--- src/rtl/wb_port_arb.sv ---
// wb_port_arb: writeback-port arbiter between the in-order main pipe and a
// long-latency auxiliary unit (divider etc.) sharing the MEM/WB register input.
//
// The aux result is parked in a 1-entry holding buffer and then competes with
// the pipe. The pipe wins by default; after STARVE_LIMIT lost non-stall cycles
// the buffered aux result is forced through.
//
// Optional feature (compile-time macro WB_ARB_WAW_SQUASH_EN): when a granted
// pipe write targets the same destination as a buffered aux write, the stale
// aux entry is dropped. Without the macro the buffered entry always writes back.
//
// Ports:
//   clk, rst                       clock (rising edge), async active-high reset
//   flush                          kills the pipe request this cycle
//   wb_stall                       downstream stall, suppresses every grant
//   pipe_valid/ctrl/dst/result     pipe writeback candidate
//   pipe_ready, pipe_stall_req     pipe granted / pipe must stall upstream
//   aux_valid/ctrl/dst/result      aux unit result offer
//   aux_ready                      aux result captured at the next edge
//   wb_valid/ctrl/dst/result       muxed writeback into MEM/WB
//   wb_src                         0 = pipe, 1 = aux buffer (0 when idle)
module wb_port_arb #(
    parameter int unsigned DATA_W       = 32,
    parameter int unsigned CTRL_W       = 7,
    parameter int unsigned IDX_W        = 3,
    parameter int unsigned STARVE_LIMIT = 4,
    parameter int unsigned CNT_W        = 3
) (
    input  logic              clk,
    input  logic              rst,
    input  logic              flush,
    input  logic              wb_stall,
    input  logic              pipe_valid,
    input  logic [CTRL_W-1:0] pipe_ctrl,
    input  logic [IDX_W-1:0]  pipe_dst,
    input  logic [DATA_W-1:0] pipe_result,
    output logic              pipe_ready,
    output logic              pipe_stall_req,
    input  logic              aux_valid,
    input  logic [CTRL_W-1:0] aux_ctrl,
    input  logic [IDX_W-1:0]  aux_dst,
    input  logic [DATA_W-1:0] aux_result,
    output logic              aux_ready,
    output logic              wb_valid,
    output logic [CTRL_W-1:0] wb_ctrl,
    output logic [IDX_W-1:0]  wb_dst,
    output logic [DATA_W-1:0] wb_result,
    output logic              wb_src
);

    typedef enum logic [0:0] {StNorm, StForce} state_e;

    localparam logic [CNT_W-1:0] Limit = CNT_W'(STARVE_LIMIT);

    state_e             state_q;
    logic               buf_full_q;
    logic [CTRL_W-1:0]  buf_ctrl_q;
    logic [IDX_W-1:0]   buf_dst_q;
    logic [DATA_W-1:0]  buf_result_q;
    logic [CNT_W-1:0]   cnt_q, cnt_d;

    logic grant_pipe, grant_aux, squash, load;

    // Grants are forced low during reset so every output except aux_ready is 0.
    always_comb begin
        grant_pipe = 1'b0;
        grant_aux  = 1'b0;
        if (!rst && !wb_stall) begin
            if (state_q == StForce && buf_full_q) begin
                grant_aux = 1'b1;
            end else if (pipe_valid && !flush) begin
                grant_pipe = 1'b1;
            end else if (buf_full_q) begin
                grant_aux = 1'b1;
            end
        end
    end

`ifdef WB_ARB_WAW_SQUASH_EN
    // A younger pipe write to the same register makes the buffered aux value stale.
    assign squash = grant_pipe & pipe_ctrl[0] & buf_full_q & buf_ctrl_q[0]
                  & (pipe_dst == buf_dst_q);
`else
    assign squash = 1'b0;
`endif

    // Draining and refilling in the same cycle keeps back-to-back aux results flowing.
    assign aux_ready      = ~buf_full_q | grant_aux | squash;
    assign load           = aux_valid & aux_ready;
    assign pipe_ready     = grant_pipe;
    assign pipe_stall_req = pipe_valid & ~flush & ~grant_pipe & ~rst;

    // Counts cycles the buffered entry lost to the pipe; stall cycles are not losses.
    always_comb begin
        cnt_d = cnt_q;
        if (!buf_full_q || grant_aux || squash) begin
            cnt_d = '0;
        end else if (!wb_stall && cnt_q != Limit) begin
            cnt_d = cnt_q + 1'b1;
        end
    end

    always_ff @(posedge clk or posedge rst) begin
        if (rst) begin
            state_q      <= StNorm;
            buf_full_q   <= 1'b0;
            buf_ctrl_q   <= '0;
            buf_dst_q    <= '0;
            buf_result_q <= '0;
            cnt_q        <= '0;
        end else begin
            buf_full_q <= load | (buf_full_q & ~grant_aux & ~squash);
            if (load) begin
                buf_ctrl_q   <= aux_ctrl;
                buf_dst_q    <= aux_dst;
                buf_result_q <= aux_result;
            end
            cnt_q <= cnt_d;
            unique case (state_q)
                StNorm:  if (cnt_d == Limit) state_q <= StForce;
                StForce: if (grant_aux)      state_q <= StNorm;
                default: state_q <= StNorm;
            endcase
            if (squash) begin
                state_q <= StNorm;
            end
        end
    end

    always_comb begin
        wb_valid  = 1'b0;
        wb_ctrl   = '0;
        wb_dst    = '0;
        wb_result = '0;
        wb_src    = 1'b0;
        if (grant_pipe) begin
            wb_valid  = 1'b1;
            wb_ctrl   = pipe_ctrl;
            wb_dst    = pipe_dst;
            wb_result = pipe_result;
        end else if (grant_aux) begin
            wb_valid  = 1'b1;
            wb_ctrl   = buf_ctrl_q;
            wb_dst    = buf_dst_q;
            wb_result = buf_result_q;
            wb_src    = 1'b1;
        end
    end

endmodule

--- config.mk ---
export PLATFORM = sky130hd
export DESIGN_NAME = wb_port_arb
export DESIGN_NICKNAME = d
export VERILOG_FILES = /design/src/rtl/wb_port_arb.sv
export SDC_FILE = /design/constraint.sdc
export NUM_CORES = 1
export LEC_CHECK = 0
export BUFFER_PORTS_ARGS = -buffer_cell sky130_fd_sc_hd__buf_2
export CORE_MARGIN = 1.5
export CORE_UTILIZATION = 49
export CTS_BUF_LIST = sky130_fd_sc_hd__clkbuf_4 sky130_fd_sc_hd__clkbuf_8
export DETAILED_ROUTE_END_ITERATION = 7
export PLACE_DENSITY = 0.88
export SYNTH_ARGS = -nofsm -noshare
export SYNTH_HDL_FRONTEND = slang
export SYNTH_SLANG_ARGS = --single-unit
--- constraint.sdc ---
create_clock -name clk -period 2.7 [get_ports clk]
set_input_delay 0.54 -clock clk [delete_from_list [all_inputs] [get_ports clk]]
set_output_delay 0.54 -clock clk [all_outputs]
set_load 0.005 [all_outputs]
### Word level (Yosys, flattened, before mapping)

Index checks and enable logic that the tools add are counted.

| word-level totals | value |
|---|---|
| register bits after elaboration | 47 |
| output and inout bits | 47 |
| word-level logic and storage cells | 52 |

| cells by class | value |
|---|---|
| add/subtract/negate cells | 1 |
| equal/unequal tests | 2 |
| mux-type cells | 21 |
| bitwise logic cells | 13 |
| reduce and logical (&&, ||, !) cells | 9 |

Operators with widths:

| operator | number |
|---|---|
| $mux W32 | 2 |
| $mux W7 | 2 |
| $mux W1 | 12 |
| $mux W3 | 4 |
| $not A1 Y1 | 6 |
| $and A1 B1 Y1 | 5 |
| $logic_and A1 B1 Y1 | 4 |
| $logic_not A1 Y1 | 4 |
| $add A3 B1 Y3 const B | 1 |
| $eq A3 B3 Y1 const B | 1 |
| $ne A3 B3 Y1 const B | 1 |
| $or A1 B1 Y1 | 2 |
| $pmux W1 S2 | 1 |
| $logic_or A1 B1 Y1 | 1 |

### Depth between registers and ports, before layout

| logic depth | value |
|---|---|
| depth in word-level cells | 10 |
| depth in mapped cells | 5 |

### Worst setup path before layout

Ideal clock, no wire load.

| path | value |
|---|---|
| path kind | input to output |
| start | input port flush |
| end | output port wb_result[25] |
| arrival | 1.618 ns |
| data required time | 2.160 ns |
| slack | 0.542 ns |
| stages on the path | 4 |
| buffers on the path | 1 |
| path through | nand2b_4 -> a2111oi_4 -> buf_6 -> a22o_1 |

| between the ends | value |
|---|---|
| elaborated cells on any way between the ends | 10 |
| those cells by class | 8 x mux; 2 x reduce/logical |

RTL lines:

| item | line | text |
|---|---|---|
| start: declaration | 31 | `input logic flush,` |
| $logic_not A1 Y1 | 71 | `end else if (pipe_valid && !flush) begin` |
| $logic_and A1 B1 Y1 | 71 |  |
| $mux W1 | 71 |  |
| $mux W1 | 69 | `if (state_q == StForce && buf_full_q) begin` |
| $mux W1 | 68 | `if (!rst && !wb_stall) begin` |
| via pipe_ready | 37 | `output logic pipe_ready,` |
| $mux W32 | 136 | `if (grant_pipe) begin` |
| end: declaration | 47 | `output logic [DATA_W-1:0] wb_result,` |

The timed path passes the listed nets, and every way through them passes these cells.

### Worst setup path after layout

| path | value |
|---|---|
| start | register state_q |
| end | output port wb_result[23] |

| between the ends | value |
|---|---|
| word-level cells in the longest chain between the ends | 5 |
| elaborated cells on any way between the ends | 7 |
| those cells by class | 6 x mux; 1 x reduce/logical |

RTL lines:

| item | line | text |
|---|---|---|
| start: declaration | 55 | `state_e state_q;` |
| start signal: assignment | 105 | `state_q <= StNorm;` |
| start signal: assignment | 120 | `StNorm: if (cnt_d == Limit) state_q <= StForce;` |
| start signal: assignment | 121 | `StForce: if (grant_aux) state_q <= StNorm;` |
| $logic_and A1 B1 Y1 (*) | 69 |  |
| $mux W1 | 69 |  |
| $mux W1 | 68 |  |
| $mux W32 | 141 | `end else if (grant_aux) begin` |
| $mux W32 (*) | 136 |  |

Mark *: on every way between the ends. The rest lies on a longest branch, timed or not.

==> impl_metrics.yaml <==
run_status:
  outcome: "completed"
sta:
  worst_pin_slew_ns: 0.737
  rsz0062_at_grt: "no"
  setup_violations: 0
  hold_viol_final: 0
  fmax_ghz: 0.413
  slew_viol_final: 0
  min_period_ns: 2.42
  timing.hold.ws_ns: 0.269
  finClkSkew_ns: 0.00861
  fin_ws_ns: 0.277
  tns_ns: 0
  slew_headroom_pct: 50.4
  fin_crit_sh_pct: 89.7
placement:
  io_buffers: 136
  placed_area_um2: 3120
  pre_cts_ws_ns: 0.364
  finalWeightedCongestion: 0.736
  hpwl_um: 4200
  placed_cells: 372
die:
  start_util_pct: 51.0
  fp.coreArea_um2: 4750
  die_w_um: 73.3
  fp.dieH_um: 73.3
  io_pins: 137
  dieArea_um2: 5380
  core.rowCount: 25
synthesis:
  synth_mux_area_share_pct: 20.8
  synth_flop_cell: "dfrtp_1"
  synth.avg_cell_area_um2: 13.9
  synth_edf_count: 0
  synthXorXnorAreaFrac_pct: 0.361
  ys_top_cells_by_area: "dfrtp_1, mux2_2, a22o_1"
  synth_top_area_share_pct: 48.5
  postSynthCellCount: 174
  async_reset_ff_share_pct: 100
  synth_simple_gate_area_share_pct: 4.13
  synth_compound_area_share_pct: 19.0
  yosys.area.top_type: "dfrtp_1"
  ys_warn_count: 0
  synth_area_um2: 2420
  ys_types: 27
  synthAdderAreaFrac_pct: 1.03
  ys_seq_elements: 47
  synth_top_family_by_area: "multiplexers"
  syn_nets: 266
  synth-seq-area-share_pct: 48.5
finish:
  design_area_um2: 3210
  fillers: 414
  final_cells: 380
  layout_commonest_cell: "buf_2"
  area.growth.synth_to_final_pct: 32.5
  drive_gt1_share_pct: 65.5
  n_antenna_cell: 0
  fin_nets: 404
  most-common-layout-cells: "buf_2, dfrtp_1, mux2_2"
  utilization_pct: 67.6
clocking:
  h-tree-depth: 2
  postCtsResizedCells: 0
  hold_buffers: 0
  clk_path_buf_depth: 2
  postCtsSetupRepairBufs: 0
  numClockSinks: 47
  clkLatencyLatePin_ns: 0.29
  clock_tree.root_cell: "clkbuf_8"
  cts_made_buffers: 5
  cts.reportedPaths.clkPinSlew_ns: 0.08
  cts_tree: "done"
global_routing:
  grt_pass1_wl_um: 8210
  antenna_found_initial: 0
  grt.overflow.total: 0
  gr-usage-met3_pct: 2.33
  grt_pass1_vias: 1901
  globalRoute.busiestLayer: "met2"
  grtUsageMet1_pct: 22.0
  grtUsageTotal_pct: 19.6
  use_met2_pct: 37.9
  grt_max_degree: 46
routing:
  drt_iter0_markers: 50
  drt_wl_total_um: 5380
  num_vias: 1947
  drc: 0
  wl_per_cell_um: 14.2
  via_per_inst: 5.12
  drt_first_pass_iters: 4
  antenna_left: 0
setup_path:
  worst-endpoint-required_ns: 2.16
  cp_num_buf_inv: 2
  crit_path_end_kind: "output port"
  setup.worst_path.start_class: "register"
  path_cells: "nor3b_1 > nor2_4 > buf_4 > a22o_2 > buf_2"
  critPathLaunch: "state_q"
  cp.arrival_ns: 1.88
  r2r-start: "buf_full_q"
  worst-setup-path-type: "reg2out"
  crit_family: "simple AND/OR/NAND/NOR gates"
  cp_slowest_cell: "dfrtp_1"
  worstPathMaxFanout: 26
  crit_path_max_incr_delay_ns: 0.48
power_and_ir_drop:
  vdd_ir_drop_max_uv: 431
  power.static_leakage_nw: 1.69
  finalPower_mw: 2.09
  cellPowerDensity_nw_per_um2: 651
run:
  maxCapViolCount: 0
worst_hold_path:
  hp-class: "in2async"
## power by group
| part | switching, mW | internal, mW |
|---|---|---|
| sequential | 0.144 | 0.920 |
| combinational | 0.245 | 0.376 |
| clock | 0.203 | 0.202 |
| total | 0.592 | 1.50 |
## routing by layer
metal | wire (um) | part of all wire, % | vias up
li1 | - | - | 933
met1 | 2120 | 39 | 933
met2 | 2910 | 54 | 74
met3 | 269 | 5.0 | 7
met4 | 82 | 1.5 | 0
met5 | 0 | 0 | -
## cells in the mapped netlist (2+ instances only)
master,n
o21ai_0,2
buf_6,12
dfrtp_1,47
inv_1,4
mux2_2,39
mux2i_1,2
a22o_2,6
nor2b_1,2
ha_1,2
nor2_1,4
a22o_1,36
mux2_4,3
## flip-flops by register name, indices dropped and copies added (netlist names)
signal        cells
buf_ctrl_q        7
buf_dst_q         3
buf_result_q     32
state_q           1
cnt_q             3
buf_full_q        1
## path summary, 6_finish.rpt
| kind | slack (ns) | depth (start not counted) | to |
|---|---|---|---|
| setup reg to reg | 0.95 | 4 | buf_result_q[21] |
| setup / recovery | 0.28 | 5 | wb_result[23] |
| hold / removal | 0.27 | 2 | buf_ctrl_q[1] |
| min in group clk | 0.48 | 2 | buf_ctrl_q[3] |
| max in group asynchronous | 1.90 | 3 | cnt_q[1] |
| hold reg to reg | 0.51 | 1 | buf_ctrl_q[2] |
## cell families after synthesis
family,Yosys count
AOI/OAI and AO/OA,49
xor gates and xnor gates,1
adders and majority gates,2
buffers and inverters,16
DFF,47
muxes,44
and+or+nand+nor,15
## area by class of cell
| class | count | area (um2) | area share (%) |
|---|---|---|---|
| clock inverters | 1 | 5.00 | 0.156 |
| inverters | 4 | 15.0 | 0.467 |
| flip-flops and latches | 47 | 1180 | 36.6 |
| multi-input cells | 111 | 1100 | 34.3 |
| clock buffers | 7 | 83.8 | 2.61 |
| well taps | 67 | 83.8 | 2.61 |
| repair buffers | 143 | 746 | 23.2 |
No activity file was read; power rests on OpenSTA's default activity.
